===== config.mk =====
export PLATFORM = sky130hd
export DESIGN_NAME = if_fetch_flat
export DESIGN_NICKNAME = d
export VERILOG_FILES = /design/src/rtl/if_fetch_pkg.sv /design/src/rtl/if_fetch_if.sv /design/src/rtl/if_fetch_fifo.sv /design/src/rtl/if_fetch.sv /design/src/flat_wrapper.sv
export SDC_FILE = /design/constraint.sdc
export NUM_CORES = 1
export LEC_CHECK = 0
export ABC_CLOCK_PERIOD_IN_PS = 12150
export BUFFER_PORTS_ARGS = -buffer_cell sky130_fd_sc_hd__buf_4
export CAP_MARGIN = 30
export CORE_ASPECT_RATIO = 1.75
export CORE_MARGIN = 2
export CORE_UTILIZATION = 50
export CTS_BUF_LIST = sky130_fd_sc_hd__clkbuf_4 sky130_fd_sc_hd__clkbuf_8
export CTS_CLUSTER_DIAMETER = 150
export DETAILED_ROUTE_END_ITERATION = 16
export PLACE_DENSITY = 0.71
export SETUP_SLACK_MARGIN = 0.5
export SYNTH_ARGS = -nofsm -noshare
export SYNTH_HDL_FRONTEND = slang
export SYNTH_HIERARCHICAL = 1
export SYNTH_SLANG_ARGS = --single-unit

===== constraint.sdc =====
create_clock -name clk -period 12.15 [get_ports clk]
set_input_delay 1.215 -clock clk [delete_from_list [all_inputs] [get_ports clk]]
set_output_delay 1.215 -clock clk [all_outputs]
set_load 0.005 [all_outputs]

===== src/rtl/if_fetch_pkg.sv =====
// ============================================================================
// Module  : if_fetch_pkg
// Brief   : Shared types and constants for the instruction fetch unit.
// Revision: 1.0 - initial release
// ============================================================================
`default_nettype none

package if_fetch_pkg;

   localparam logic        c_rst_enable      = 1'b1;
   localparam logic [31:0] c_zero_word       = 32'h0000_0000;
   localparam logic [31:0] c_nop_inst        = 32'h0000_0013;
   localparam logic [31:0] c_inst_word_bytes = 32'd4;
   localparam int          c_inst_addr_w     = 32;
   localparam int          c_inst_w          = 32;

   typedef logic [c_inst_addr_w-1:0] inst_addr_t;
   typedef logic [c_inst_w-1:0]      inst_t;

   typedef struct packed {
      inst_addr_t pc;
      inst_t      inst;
   } fetch_entry_t;

   function automatic inst_addr_t word_align(input inst_addr_t addr);
      return {addr[c_inst_addr_w-1:2], 2'b00};
   endfunction

endpackage

`default_nettype wire


===== src/rtl/if_fetch_if.sv =====
// ============================================================================
// Module  : if_fetch_if
// Brief   : Instruction-memory request/grant/response bundle.
// Revision: 1.0 - initial release
// ============================================================================
`default_nettype none

interface if_fetch_if
   import if_fetch_pkg::*;
();

   logic       imem_req_o;
   inst_addr_t imem_addr_o;
   logic       imem_gnt_i;
   logic       imem_rvalid_i;
   inst_t      imem_rdata_i;

   modport master (
      output imem_req_o,
      output imem_addr_o,
      input  imem_gnt_i,
      input  imem_rvalid_i,
      input  imem_rdata_i
   );

   modport slave (
      input  imem_req_o,
      input  imem_addr_o,
      output imem_gnt_i,
      output imem_rvalid_i,
      output imem_rdata_i
   );

endinterface

`default_nettype wire


===== src/rtl/if_fetch_fifo.sv =====
// ============================================================================
// Module  : fetch_fifo
// Brief   : Synchronous {pc, inst} FIFO with a registered head entry.
// Revision: 1.0 - initial release
// ============================================================================
`default_nettype none

module fetch_fifo
   import if_fetch_pkg::*;
#(
   parameter int           DEPTH      = 2,
   parameter fetch_entry_t RESET_HEAD = '0,
   localparam int          AW         = $clog2(DEPTH),
   localparam int          CW         = $clog2(DEPTH) + 1
) (
   input  wire logic          clk,
   input  wire logic          rst,
   input  wire logic          push,
   input  wire logic          pop,
   input  wire logic          flush,
   input  wire fetch_entry_t  push_data,
   output      fetch_entry_t  head,
   output      logic          empty,
   output      logic          full,
   output      logic [CW-1:0] count
);

   fetch_entry_t  r_mem [DEPTH];
   fetch_entry_t  r_head;
   fetch_entry_t  w_head_nxt;
   logic [AW-1:0] r_wr_ptr;
   logic [AW-1:0] r_rd_ptr;
   logic [AW-1:0] w_rd_ptr_nxt;
   logic [CW-1:0] r_count;
   logic [CW-1:0] w_count_nxt;

   // The head register is refreshed from the slot that becomes the head;
   // if that slot is being written this cycle the incoming data bypasses it.
   always_comb begin
      w_rd_ptr_nxt = r_rd_ptr + AW'(pop);
      w_count_nxt  = r_count + CW'(push) - CW'(pop);
      w_head_nxt   = r_head;
      if (w_count_nxt != '0) begin
         if (push && (r_wr_ptr == w_rd_ptr_nxt)) begin
            w_head_nxt = push_data;
         end else begin
            w_head_nxt = r_mem[w_rd_ptr_nxt];
         end
      end
   end

   always_ff @(posedge clk) begin
      if ((rst != c_rst_enable) && !flush && push) begin
         r_mem[r_wr_ptr] <= push_data;
      end
   end

   always_ff @(posedge clk) begin
      if (rst == c_rst_enable) begin
         r_wr_ptr <= '0;
         r_rd_ptr <= '0;
         r_count  <= '0;
         r_head   <= RESET_HEAD;
      end else if (flush) begin
         r_wr_ptr <= '0;
         r_rd_ptr <= '0;
         r_count  <= '0;
      end else begin
         if (push) begin
            r_wr_ptr <= r_wr_ptr + AW'(1);
         end
         r_rd_ptr <= w_rd_ptr_nxt;
         r_count  <= w_count_nxt;
         r_head   <= w_head_nxt;
      end
   end

   assign head  = r_head;
   assign count = r_count;
   assign empty = (r_count == '0);
   assign full  = (r_count == CW'(DEPTH));

   a_no_overflow: assert property (@(posedge clk) disable iff (rst)
      !(push && !pop && !flush && full));
   a_no_underflow: assert property (@(posedge clk) disable iff (rst)
      !(pop && empty));

endmodule

`default_nettype wire


===== src/rtl/if_fetch.sv =====
// ============================================================================
// Module  : if_fetch
// Brief   : Fetch unit: PC, credit-limited imem requests, instruction buffer.
// Revision: 1.0 - initial release
// ============================================================================
`default_nettype none

module if_fetch
   import if_fetch_pkg::*;
#(
   parameter logic [31:0] RESET_PC   = 32'h0000_0000,
   parameter int          FIFO_DEPTH = 2
) (
   input  wire logic        clk,
   input  wire logic        rst,
   input  wire logic        stall_i,
   input  wire logic        redirect_i,
   input  wire logic [31:0] redirect_pc_i,
   if_fetch_if.master       imem,
   output      logic [31:0] pc_o,
   output      logic [31:0] inst_o,
   output      logic        inst_valid_o
);

   localparam int CW = $clog2(FIFO_DEPTH) + 1;
   localparam int IW = CW + 1;

   inst_addr_t    r_fetch_pc;
   inst_addr_t    r_resp_pc;
   inst_addr_t    w_redirect_pc;
   logic [CW-1:0] r_outstanding;
   logic [CW-1:0] r_discard_cnt;
   logic [CW-1:0] w_count;
   logic [IW-1:0] w_inflight;
   logic          w_pop;
   logic          w_push;
   logic          w_req;
   logic          w_grant;
   logic          w_drop;
   logic          w_empty;
   logic          w_full;
   fetch_entry_t  w_head;
   fetch_entry_t  w_push_data;

   // Requests are issued only while every in-flight word is guaranteed a
   // buffer slot, so the FIFO can never overflow regardless of memory latency.
   always_comb begin
      w_pop         = inst_valid_o && !stall_i && !redirect_i;
      w_inflight    = IW'(r_outstanding) + IW'(w_count) - IW'(w_pop);
      w_req         = (rst != c_rst_enable) && !redirect_i
                      && (w_inflight < IW'(FIFO_DEPTH));
      w_grant       = w_req && imem.imem_gnt_i;
      w_drop        = redirect_i || (r_discard_cnt != '0);
      w_push        = imem.imem_rvalid_i && !w_drop;
      w_push_data   = '{pc: r_resp_pc, inst: imem.imem_rdata_i};
      w_redirect_pc = word_align(redirect_pc_i);
   end

   always_ff @(posedge clk) begin
      if (rst == c_rst_enable) begin
         r_fetch_pc    <= RESET_PC;
         r_resp_pc     <= RESET_PC;
         r_outstanding <= '0;
         r_discard_cnt <= '0;
      end else if (redirect_i) begin
         // Everything still in flight belongs to the abandoned path.
         r_fetch_pc    <= w_redirect_pc;
         r_resp_pc     <= w_redirect_pc;
         r_outstanding <= r_outstanding - CW'(imem.imem_rvalid_i);
         r_discard_cnt <= r_outstanding - CW'(imem.imem_rvalid_i);
      end else begin
         if (w_grant) begin
            r_fetch_pc <= r_fetch_pc + c_inst_word_bytes;
         end
         r_outstanding <= r_outstanding + CW'(w_grant) - CW'(imem.imem_rvalid_i);
         if (imem.imem_rvalid_i) begin
            if (r_discard_cnt != '0) begin
               r_discard_cnt <= r_discard_cnt - CW'(1);
            end else begin
               r_resp_pc <= r_resp_pc + c_inst_word_bytes;
            end
         end
      end
   end

   fetch_fifo #(
      .DEPTH      (FIFO_DEPTH),
      .RESET_HEAD ({RESET_PC, c_nop_inst})
   ) u_fifo (
      .clk       (clk),
      .rst       (rst),
      .push      (w_push),
      .pop       (w_pop),
      .flush     (redirect_i),
      .push_data (w_push_data),
      .head      (w_head),
      .empty     (w_empty),
      .full      (w_full),
      .count     (w_count)
   );

   assign imem.imem_req_o  = w_req;
   assign imem.imem_addr_o = r_fetch_pc;
   assign inst_valid_o     = !w_empty;
   assign pc_o             = w_head.pc;
   assign inst_o           = w_empty ? c_nop_inst : w_head.inst;

   a_credit_holds: assert property (@(posedge clk) disable iff (rst)
      !(w_push && w_full && !w_pop));

endmodule

`default_nettype wire


===== src/flat_wrapper.sv =====
// flat-port wrapper written by rule: the top's interface ports become plain ports
module if_fetch_flat import if_fetch_pkg::*;
#(
   parameter logic [31:0] RESET_PC   = 32'h0000_0000,
   parameter int          FIFO_DEPTH = 2
)
  (clk, rst, stall_i, redirect_i, redirect_pc_i, pc_o, inst_o, inst_valid_o, imem_imem_req_o, imem_imem_addr_o, imem_imem_gnt_i, imem_imem_rvalid_i, imem_imem_rdata_i);
  if_fetch_if imem_i ();
  input  wire logic clk;
  input  wire logic rst;
  input  wire logic stall_i;
  input  wire logic redirect_i;
  input  wire logic [31:0] redirect_pc_i;
  output      logic [31:0] pc_o;
  output      logic [31:0] inst_o;
  output      logic inst_valid_o;
  output wire logic [$bits(imem_i.imem_req_o)-1:0] imem_imem_req_o;
  output wire logic [$bits(imem_i.imem_addr_o)-1:0] imem_imem_addr_o;
  input wire logic [$bits(imem_i.imem_gnt_i)-1:0] imem_imem_gnt_i;
  input wire logic [$bits(imem_i.imem_rvalid_i)-1:0] imem_imem_rvalid_i;
  input wire logic [$bits(imem_i.imem_rdata_i)-1:0] imem_imem_rdata_i;
  assign imem_imem_req_o = imem_i.imem_req_o;
  assign imem_imem_addr_o = imem_i.imem_addr_o;
  assign imem_i.imem_gnt_i = imem_imem_gnt_i;
  assign imem_i.imem_rvalid_i = imem_imem_rvalid_i;
  assign imem_i.imem_rdata_i = imem_imem_rdata_i;
  if_fetch #(.RESET_PC(RESET_PC), .FIFO_DEPTH(FIFO_DEPTH)) u_core (.clk(clk), .rst(rst), .stall_i(stall_i), .redirect_i(redirect_i), .redirect_pc_i(redirect_pc_i), .imem(imem_i), .pc_o(pc_o), .inst_o(inst_o), .inst_valid_o(inst_valid_o));
endmodule

* Yosys cells after proc, flatten, opt, wreduce, memory -nomap -nowiden
Memory sizes are Yosys's and may differ from the RTL's. A register that Yosys moved wholly into a read port is not among the register bits. Cells that the tools add are included. W data, S select, Z words.
Word-level totals: register bits 72, output and inout port bits 98, bits in writable memories 128, input port bits 70, memories 1
Operators by class: multiplexer cells 12, $add $sub $neg 12, reductions and logical operators 23, $lt $le $gt $ge 1, equal/unequal tests 1, bitwise operators 3
Memory list:
- u_core.u_fifo.r_mem | words 2, bits a word 64, read ports 1, clocked after Yosys merged registers in 1, wr ports 1, line if_fetch_fifo.sv:28 | fetch_entry_t r_mem [DEPTH];
Operators with widths (number):
- $mux W32 | 6
- $add A32 B3 Y32 const B | 2
- $reduce_bool A2 Y1 | 5
- $mux W2 | 4
- $reduce_and A2 Y1 | 4
- $logic_and A1 B1 Y1 | 7
- $sub A2 B1 Y2 | 3
- $add A2 B1 Y2 | 2
- $logic_not A1 Y1 | 4
- $add A2 B2 Y3 | 1
- $lt A3 B2 Y1 const B | 1
- $not A1 Y1 | 3
- $sub A3 B1 Y3 | 1
- $logic_not A2 Y1 | 1
- $mux W1 | 2
- $ne A2 B2 Y1 const B | 1
- $reduce_or A2 Y1 | 1
- $sub A2 B1 Y2 const B | 1
- $add A1 B1 Y1 | 1
- $add A1 B1 Y1 const B | 1
- $logic_or A1 B1 Y1 | 1

* Logic depth before layout (Yosys ltp)
Gate-level depths: netlist of the first run.
word-level depth 11, gate-level depth with buffers 17

* Modules after synthesis
Netlist of the first run, hierarchy kept.
Modules (own cells, without submodules):
- fetch_fifo | cells each 443, area an instance 7544.7 µm², times used 1
- if_fetch | cells each 454, area an instance 3886.2 µm², times used 1

* Worst setup path before layout of the first run
OpenSTA, ideal clock, no wires.
path type in2reg, from in redirect_i, to mem u_core/u_fifo/r_mem[0][0] (netlist bit), enable pin, library setup time 0.486 ns, slack 7.250 ns, buffers on the path 1, stages on the path 4, data required time 11.664 ns, data arrival time 4.414 ns, path through clkbuf_1 nor2_1 nand2_1 nor2_1
Between the ends: longest elaborated chain between the ends 6, elaborated cells on any way between the ends 8
RTL lines:
- from (decl) | line flat_wrapper.sv:12 | input wire logic redirect_i;
- $logic_or A1 B1 Y1 | line if_fetch.sv:53 | w_drop = redirect_i || (r_discard_cnt != '0);
- $logic_not A1 Y1 | line if_fetch.sv:54 | w_push = imem.imem_rvalid_i && !w_drop;
- $logic_and A1 B1 Y1 | line if_fetch.sv:54
- net u_core.w_push | line if_fetch.sv:36 | logic w_push;
- $logic_and A1 B1 Y1 | line if_fetch_fifo.sv:53 | if ((rst != c_rst_enable) && !flush && push) begin
- $mux W1 | line if_fetch_fifo.sv:53
- $mux W1 (not written as such) | line if_fetch_fifo.sv:54 | r_mem[r_wr_ptr] <= push_data;
- to (decl) | line if_fetch_fifo.sv:28
The timed path passes the listed nets, and every way through them passes these cells.

* Worst setup path in the final report of the first run
from in redirect_i, to reg u_core.r_outstanding[1]
Between the ends: longest elaborated chain between the ends 9, elaborated cells on any way between the ends 10
RTL lines:
- $logic_not A1 Y1 | line if_fetch.sv:48 | w_pop = inst_valid_o && !stall_i && !redirect_i;
- $logic_and A1 B1 Y1 | line if_fetch.sv:48
- net u_core.w_pop | line if_fetch.sv:35 | logic w_pop;
- $sub A3 B1 Y3 | line if_fetch.sv:49 | w_inflight = IW'(r_outstanding) + IW'(w_count) - IW'(w_pop);
- $lt A3 B2 Y1 | line if_fetch.sv:51 | && (w_inflight < IW'(FIFO_DEPTH));
- $logic_and A1 B1 Y1 | line if_fetch.sv:51
- $logic_and A1 B1 Y1 | line if_fetch.sv:52 | w_grant = w_req && imem.imem_gnt_i;
- $add A2 B1 Y2 | line if_fetch.sv:75 | r_outstanding <= r_outstanding + CW'(w_grant) - CW'(imem.imem_rvalid_i);
- $sub A2 B1 Y2 | line if_fetch.sv:75
- $mux W2 | line if_fetch.sv:65 | end else if (redirect_i) begin
- to (signal assigned) | line if_fetch.sv:69 | r_outstanding <= r_outstanding - CW'(imem.imem_rvalid_i);
- to (signal assigned) | line if_fetch.sv:75
- to (decl) | line if_fetch.sv:31 | logic [CW-1:0] r_outstanding;
The timed path passes the listed nets, and every way through them passes these cells. A chain may end at the register's enable or synchronous reset.

==> results of run 1 <==
[registers in the layout, summed over array words and instances (netlist names)]
register,count
u_core/u_fifo/r_mem,128
u_core/r_resp_pc,30
u_core/u_fifo/head,64
u_core/imem.imem_addr_o,30
u_core/u_fifo/count,2
u_core/r_outstanding,2
u_core/u_fifo/r_rd_ptr,1
u_core/u_fifo/r_wr_ptr,1
u_core/r_discard_cnt,2
[power by group]
group / switching [mW] / internal [mW] / total, mW
logic: 0.0822 / 0.0817 / 0.164
clock network: 0.320 / 0.389 / 0.709
registers: 0.0327 / 0.955 / 0.988
total: 0.435 / 1.43 / 1.86
[layout by cell type, fill, tap and decap left out, types with 11 or more instances in the layout]
cell and instances:
buf_4 172, dfxtp_1 132, edfxtp_1 128, mux2i_1 66
mux2_2 64, o2bb2ai_1 61, clkbuf_8 43, nor2_1 34
xnor2_1 30, nor2b_1 29, nand2_1 27, xor2_1 26
a21boi_0 21, o21a_1 20, nand4_1 19, inv_1 19
nand3_1 18, a21oi_1 16, clkbuf_4 14, nor3_1 14
o21ai_0 14, a21boi_1 11
[metal layers]
| layer | up-vias | track usage | wire, um |
|---|---|---|---|
| li1 | 3660 | - | - |
| met1 | 3695 | 0.229 | 9770 |
| met2 | 178 | 0.406 | 13900 |
| met3 | 44 | 0.0324 | 1040 |
| met4 | 0 | 0.0852 | 775 |
| met5 | - | 0 | 0 |
[critical path, delay by kind of cell]
family	cells	cell delay, ns
and+or+nand+nor	5	1.66
adders and majority gates	4	1.46
buffers and inverters	3	0.63
xor gates and xnor gates	2	0.28
AOI/OAI and AO/OA	1	0.20
[path summary, 6_finish.rpt]
check / depth (start not counted) / start / to
worst min-delay path: 1 / u_core/u_fifo/head[11] / u_core/u_fifo/head[11]
worst max register to register: 16 / u_core/u_fifo/count[1] / u_core/r_outstanding[1]
worst max-delay path: 15 / redirect_i / u_core/r_outstanding[1]
worst min register to register: 1 / u_core/u_fifo/head[11] / u_core/u_fifo/head[11]
[area by class of cell]
cell class	count	share of cell area
Sequential cell	260	0.477
Multi-Input combinational cell	572	0.338
Timing Repair Buffer	172	0.0950
Clock buffer	57	0.0513
Tap cell	300	0.0276
Clock inverter	12	0.00589
Inverter	20	0.00552
[metrics by stage]
step	cells	hold WS, ns	instance area, um^2
floorplan	903	0.425	11500
global placement	1324	0.438	12800
detailed placement	1324	0.439	12800
CTS	1393	0.458	13600
global route	1393	0.468	13600
finish	1393	0.453	13600
==> results.md, run 1 <==
- Final setup viols: 0
- Die H: approximately 200 um
- Worst-Margin Slew: just under 0.9 ns
- Fin. Hold Viols: 0
- Fmax: between 150 and 200 MHz
- Class of the worst hold path: flop to flop
- CTS tree: done
- Setup bufs post-CTS: 0
- Total GRT Usage: 0.212
- Die W: approximately 120 um
- Site Rows: 73
- Total Power: approximately 1.9 mW
- Outcome: completed
- Slew HR: 0.414
- Smallest setup slack after layout: between 7 and 8 ns
- R2r setup slk: between 7 and 8 ns
- Peak per-stage delay on the critical path: ~0.72 ns
- Worst setup SP type: input pin
- Htree depth: 2
- Sequential cell area: ~6500 um^2
- Max FO, Critical Path: 28
- Vias: 7577
- Share of cells above drive strength 1: 0.299
- Yosys warning total: 6
- Post-Synthesis Cells: 896
- CP max stage cell: nor3_1
- Max VDD drop: 0.112 mV
- Initial antenna violation count: 0
- GRT Residual Overflow: 0
- CTS sink count: 260
- Final Wtd Congestion: roughly 0.80
- CP required: approximately 13 ns
- Worst path cell trace: buf_4, nor3_1, ha_1, nand2b_1, fa_1, and4bb_2, and2_1, inv_1, ha_1, inv_1, ha_1, xnor2_1, o21ai_0, xnor2_1, nor2_1
- Initial DRC count: a little over 300
- Area Growth Syn to Fin: 19.0%
- Max Buffers Root-to-Sink: 3
- CP endpoint kind: flop
- DRT Wirelength: ~26 mm
- Cell Area, Synth: ~11000 um^2
- Die area: around 24000 um^2
- Post-route clock period utilization: 0.415
- CP most frequent cell: ha_1
- Crit path DAT: 5.45 ns
- Post-DRT Antenna Nets: 0
- First-pass GRT wire length: a little over 40 mm
- Hpwl dp: 16.8 mm
- Number of max-cap violations: 0
- # nets final: 1145
- RSZ-0062 raised after global routing: false
- Root Driver: clkbuf_8
- Vias in the first global route: 7804
- Fillers: around 1900
- Drt drc: 0
- Min Tclk post-route: between 5 and 6 ns
- First-pass iteration count of the detailed router: 4
- IO buf count: ~160
- Reg clk slew, reported paths: ~0.060 ns
- Finished Core Util: 0.603
- PwrDens: between 100 and 150 nW/um^2
- Core Box Area: roughly 23000 um^2
- Syn Area/Cell: 12.8 um^2
- Post-CTS Resized: 0
- Kind of critical path: input pin to flop
- Multi-input combinational cell area: 4590 um^2
- TNS Setup: 0 ns
- # IOs: 168
- Ant diodes: 0
- Post-place setup slack: 6.63 ns
- Routed vias/inst: roughly 5.4
- Leak: 5.41 nW
- Initial Util: 0.506
- Setup Skew: about 0.024 ns
- Clock latency on the worst-skew pair: ~0.53 ns
- CTS Hold Bufs: 0
- Largest net degree at the start of global routing: 67
- Number of CTS-inserted buffers: 38
- Routed WL per cell: around 18 um
- Fin. max-slew vios: 0
(Power assumes the default switching activity.)
==> inputs of run 2 (changes only) <==
Settings changed: ABC_AREA set to 1, ABC_CLOCK_PERIOD_IN_PS 12150 to 4500, PLACE_DENSITY 0.71 to 0.73.
Clock period 12.15 ns to 4.5 ns, I/O delays scaled along.
==> run 2 against run 1 <==
Compared with the run above:
- core utilization fell by 1.8 points
- sequential cell count did not move
- final area rose by 14%
- synthesized cell count rose by 100%
- largest cell class unchanged
- register-to-register slack got worse by 6.6 ns
- total power rose to 2.9 times the previous value
- combinational power rose to 3.9 times the previous value
- clock power rose to 2.9 times the previous value
==> results.md, run 2 <==
- Sw frac: 0.265 (+0.0307)
- Htree depth: 2 (unchanged)
- Root Driver: clkbuf_8
- Slew HR: 0.294 (-0.121)
- Core Box Area: 26600 um^2 (+18%)
- Die W: 128 um (+8.3%)
- Kind of critical path: flop to flop
- Post-Synthesis Cells: 1797 (+100%)
- Total Power: 5.43 mW (+190%)
- Worst setup SP type: flop
- Fillers: 2457 (+30%)
- Register name with the most flops: u_core/u_fifo/r_mem
- Post-route clock period utilization: 0.830
- # IOs: 168 (unchanged)
- Commonest non-fill, non-tap cell in the layout: nand2_1
- Number of max-cap violations: 0 (unchanged)
- Final Cell Area: 15500 um^2 (+14%)
- CP required: 4.93 ns (-7.62 ns)
- Max Buffers Root-to-Sink: 3 (unchanged)
- First-pass iteration count of the detailed router: 5 (+1)
- CTS Hold Bufs: 0 (unchanged)
- Final Wtd Congestion: 0.909 (+13%)
- Class of the worst hold path: input pin to flop
- Sw Pwr: 1.44 mW (+230%)
- Initial Util: 0.507 (about the same)
- Hold Path Sink: u_core/u_fifo/r_mem[1][6]
- Ant diodes: 0 (unchanged)
- Setup Skew: 0.0262 ns (+0.00202 ns)
- GRT Residual Overflow: 0 (unchanged)
- Most frequent cells in the layout: nand2_1 (579), inv_1 (276), nand3_1 (206)
- Critical R2R Launch: u_core/u_fifo/count[1]
- Largest net degree at the start of global routing: 67 (unchanged)
- Initial DRC count: 692 (+120%)
- Syn Area/Cell: 7.50 um^2 (-41%)
- Clock power share: 0.385 (+0.004)
- CTS sink count: 260 (unchanged)
- Total internal power: 3.99 mW (+180%)
- # nets final: 2023 (+77%)
- TNS Setup: 0 ns (unchanged)
- Multi-input combinational cell area: 5380 um^2 (+17%)
- Min Tclk post-route: ~3.7 ns
- Capture point of the worst reg-to-reg path: u_core/r_outstanding[1]
- R2r setup slk: 0.77 ns (-6.55 ns)
- Crit path DAT: 4.17 ns (-1.28 ns)
- Largest register FFs: 128 (unchanged)
- Vias: 11900 (+57%)
- Smallest setup slack after layout: 0.766 ns (-6.34 ns)
- RSZ-0062 raised after global routing: false
- Fmax: around 270 MHz
- PwrDens: 349 nW/um^2 (+160%)
- Total GRT Usage: 0.247 (+0.0356)
- Outcome: completed
- First-pass GRT wire length: 56.1 mm (+38%)
- Die H: 221 um (+8.4%)
- Die area: 28300 um^2 (+17%)
- Leak: 6.91 nW (+28%)
- Routed vias/inst: 5.18 (-4.7%)
- Dpl cell area: 14700 um^2 (+15%)
- IO buf count: 163 (unchanged)
- Share of cells above drive strength 1: 0.159 (-0.141)
- Area Growth Syn to Fin: 15.4%
- Vias in the first global route: 11400 (+46%)
- CTS tree: done
- Worst-Margin Slew: 1.06 ns (+0.177 ns)
- Worst Reg-to-Reg Cells: 15 (-1)
- Logic pwr share: 0.117 (+0.029)
- Sequential Power Share: 0.497 (-0.034)
- Site Rows: 79 (+8.2%)
- DRT Wirelength: 35.4 mm (+39%)
- Max FO, Critical Path: 6 (-79%)
- Post-CTS Resized: 0 (unchanged)
- CP endpoint kind: flop
- Yosys warning total: 6 (unchanged)
- Clock latency on the worst-skew pair: 0.57 ns (+0.04 ns)
- Cell Area, Synth: 13500 um^2 (+18%)
- Number of CTS-inserted buffers: 39 (+2.6%)
- Post-DRT Antenna Nets: 0 (unchanged)
- Fin. max-slew vios: 0 (unchanged)
- Fin. Hold Viols: 0 (unchanged)
- Initial antenna violation count: 0 (unchanged)
- Sequential cell area: 6490 um^2 (unchanged)
- Drt drc: 0 (unchanged)
- Routed WL per cell: 15.4 um (-16%)
- Max VDD drop: 0.214 mV (+92%)
- Setup bufs post-CTS: 0 (unchanged)
- Worst Hold Path Cells: 1 (unchanged)
- Hold Crit Start: imem_imem_rdata_i[6]
- Post-place setup slack: 0.667 ns (-5.96 ns)
- Final setup viols: 0 (unchanged)
- Reg clk slew, reported paths: 0.07 ns (about the same)
- Hpwl dp: 23.3 mm (+38%)
==> run 2: layer usage <==
metal  track usage  wire (um)
met5             0          0
met4         0.119       1480
met3        0.0324       1770
met2         0.467      18700
met1         0.264      13400
==> run 2: critical path: stages (launching register included) <==
cell     delay [ns]
dfxtp_1        0.39
nor2_2         0.07
nor3_1         0.50
ha_1           0.35
or2_2          0.30
fa_1           0.56
nand2_4        0.07
nor2_4         0.10
nand3_4        0.15
ha_1           0.32
inv_1          0.04
ha_1           0.17
xor2_1         0.15
or2_2          0.27
nand3_1        0.07
a21oi_1        0.08
==> run 2: final cells by class <==
class / count / share of cell area
clock buffer: 52 / 0.0424
clock inverter: 20 / 0.0118
inverter: 286 / 0.0698
multi-input combinational: 1177 / 0.346
sequential: 260 / 0.417
tap: 324 / 0.0261
timing repair buffer: 178 / 0.0867
==> run 2: through the flow <==
| stage | std cells | util | hold WS [ns] |
|---|---|---|---|
| global route | 2297 | 0.585 | 0.0470 |
| CTS | 2297 | 0.585 | 0.0377 |
| finish | 2297 | 0.585 | 0.0699 |
| floorplan | 1804 | - | 0.434 |
| detailed placement | 2225 | 0.553 | 0.463 |
| global placement | 2224 | 0.552 | 0.460 |
==> run 2: worst max path at each step <==
stage | start | to | depth (start not counted)
3_3_place_gp | redirect_i | u_core/r_outstanding[1] | 15
3_5_place_dp | redirect_i | u_core/r_outstanding[1] | 16
2_1_floorplan | redirect_i | u_core/r_outstanding[1] | 17
6_report | u_core/u_fifo/count[1] | u_core/r_outstanding[1] | 15
4_1_cts | u_core/u_fifo/count[1] | u_core/r_outstanding[1] | 15
5_1_grt | u_core/u_fifo/count[1] | u_core/r_outstanding[1] | 15
==> run 2: power groups by stage <==
stage / Clock (mW) / Sequential [mW] / Combinational [mW]
finish: 2.09 / 2.70 / 0.636
global placement: 0 / 2.75 / 0.619
floorplan: 0 / 2.72 / 0.415
CTS: 2.14 / 2.70 / 0.638
detailed placement: 0 / 2.75 / 0.636
global route: 2.23 / 2.71 / 0.720
==> inputs of run 3 (changes only) <==
Settings changed: ABC_AREA 1 to 0, ABC_CLOCK_PERIOD_IN_PS 4500 to 3500, PLACE_DENSITY 0.73 to 0.71.
Clock period 4.5 ns to 3.5 ns, I/O delays scaled along.
==> run 3 against run 2 <==
Compared with the run above:
- clock skew is 0.0094 ns lower
- critical endpoint unchanged
- cell count fell by 38%
- sequential share of layout area rose by 5.0 points
==> results.md, run 3 (synthesized netlist as in run 1, its figures left out) <==
- Drt drc: 0 (unchanged)
- TNS Setup: 0 ns (unchanged)
- Worst-Margin Slew: 0.813 ns (-0.243 ns)
- # IOs: 168 (unchanged)
- Number of max-cap violations: 0 (unchanged)
- Setup Skew: 0.0168 ns (-0.00938 ns)
- Max VDD drop: 0.321 mV (+50%)
- Max Buffers Root-to-Sink: 3 (unchanged)
- Die H: 204 um (-7.8%)
- Vias: 7681 (-35%)
- Htree depth: 2 (unchanged)
- CP endpoint kind: flop
- Share of cells above drive strength 1: 0.311 (+0.153)
- CP required: 3.89 ns (-1.04 ns)
- Reg clk slew, reported paths: 0.06 ns (about the same)
- Post-route clock period utilization: 0.849 (+0.0196)
- DRT met1 WL: 10.1 mm (-25%)
- Smallest setup slack after layout: 0.528 ns (-0.239 ns)
- Post-place setup slack: 0.182 ns (-0.485 ns)
- Core Box Area: 22600 um^2 (-15%)
- Outcome: completed
- Final Wtd Congestion: 0.851 (-6.4%)
- Total GRT Usage: 0.214 (-0.0327)
- Slew HR: 0.458 (+0.164)
- CTS sink count: 260 (unchanged)
- Fmax: 336 MHz (+26%)
- Vias in the first global route: 8022 (-30%)
- Largest net degree at the start of global routing: 53 (-21%)
- First-pass iteration count of the detailed router: 4 (-1)
- Fin. max-slew vios: 0 (unchanged)
- Max FO, Critical Path: 15 (+9)
- Routed vias/inst: 5.42 (+4.5%)
- Top sig layer: met4
- CTS tree: done
- Number of CTS-inserted buffers: 37 (-5.1%)
- Most frequent cells in the layout: buf_4 (181), dfxtp_1 (130), edfxtp_1 (128)
- RSZ-0062 raised after global routing: true
- # nets final: 1174 (-42%)
- Crit path DAT: 3.37 ns (-0.80 ns)
- Class of the worst hold path: input pin to flop
- IO buf count: 163 (unchanged)
- PwrDens: 456 nW/um^2 (+31%)
- Register name with the most flops: u_core/u_fifo/r_mem
- Initial antenna violation count: 0 (unchanged)
- Met3 wire length: 1.14 mm (-35%)
- Kind of critical path: flop to flop
- Die area: 24100 um^2 (-15%)
- Worst setup SP type: flop
- GRT Residual Overflow: 0 (unchanged)
- Clock latency on the worst-skew pair: 0.52 ns (-0.05 ns)
- Ant diodes: 0 (unchanged)
- Root Driver: clkbuf_8
- Hpwl dp: 17.2 mm (-26%)
- Die W: 118 um (-7.7%)
- Routed WL per cell: 18.1 um (+18%)
- DRT Wirelength: 25.7 mm (-27%)
- Leak: 5.57 nW (-19%)
- Fin. Hold Viols: 0 (unchanged)
- Initial Util: 0.506 (about the same)
- Final setup viols: 0 (unchanged)
- Commonest non-fill, non-tap cell in the layout: buf_4
- Site Rows: 73 (-7.6%)
- Min Tclk post-route: 2.97 ns (-0.761 ns)
- Initial DRC count: 294 (-58%)
- Largest register FFs: 128 (unchanged)
- Met2 routed WL: 13.4 mm (-28%)
- First-pass GRT wire length: 41.3 mm (-26%)
- Area Growth Syn to Fin: 21.7%
- Post-DRT Antenna Nets: 0 (unchanged)
## run 3: layout make-up
class / instances / area [um^2]
Fill cell: 1848 / 8650
Sequential cell: 260 / 6490
Multi-Input combinational cell: 572 / 4640
Timing Repair Buffer: 202 / 1610
Clock buffer: 56 / 664
Tap cell: 300 / 375
Inverter: 20 / 82.6
Clock inverter: 8 / 41.3
## run 3: repair_timing
| action | 4_1_cts | 5_1_grt |
|---|---|---|
| pin swaps | 3 | 5 |
| hold buffers | 17 | 0 |
| resized for setup | 1 | 3 |
| hold endpoints to repair | 30 | 0 |
| endpoints found under the setup margin | 1 | 54 |
| setup buffers | 2 | 3 |
## run 3: report_power, final
part / switching [mW] / internal (mW) / leakage (nW)
Combinational: 0.300 / 0.317 / 2.94
Sequential: 0.115 / 3.31 / 2.24
Clock: 1.08 / 1.21 / 0.385
## run 3: final timing paths
| path | startpoint | endpoint | slack [ns] | cells after the start |
|---|---|---|---|---|
| worst max-delay path | u_core/u_fifo/count[1] | u_core/r_outstanding[1] | 0.53 | 15 |
| worst min-delay path | imem_imem_rdata_i[26] | u_core/u_fifo/r_mem[0][26] | 0.03 | 1 |
| worst max register to register | u_core/u_fifo/count[1] | u_core/r_outstanding[1] | 0.53 | 15 |
| worst min register to register | u_core/u_fifo/head[3] | u_core/u_fifo/head[3] | 0.45 | 1 |
## run 3: metal layers
metal / global-route usage / up-vias
met5: 0 / -
met4: 0.102 / 0
met3: 0.0368 / 52
met2: 0.397 / 190
met1: 0.236 / 3714
li1: - / 3725
## run 3: metrics by stage
step	instance area [um^2]	std cells	utilization	power, mW	hold slack, ns
2_1_floorplan	11600	903	-	3.83	0.419
3_3_place_gp	13000	1332	0.575	4.08	0.437
3_5_place_dp	13000	1332	0.575	4.09	0.439
4_1_cts	13900	1415	0.615	6.42	0.000758
5_1_grt	13900	1418	0.616	6.62	0.00998
6_report	13900	1418	0.616	6.34	0.0315
## run 3: critical path, stage by stage (launching register included)
cell	delay, ns
dfxtp_4	0.36
nor2_4	0.13
nor3_4	0.05
ha_1	0.29
nand2b_4	0.14
fa_1	0.50
and4bb_2	0.24
and2_4	0.18
inv_8	0.06
ha_4	0.26
inv_2	0.04
ha_4	0.14
xnor2_1	0.11
o21ai_1	0.16
xnor2_1	0.13
nor2_1	0.05
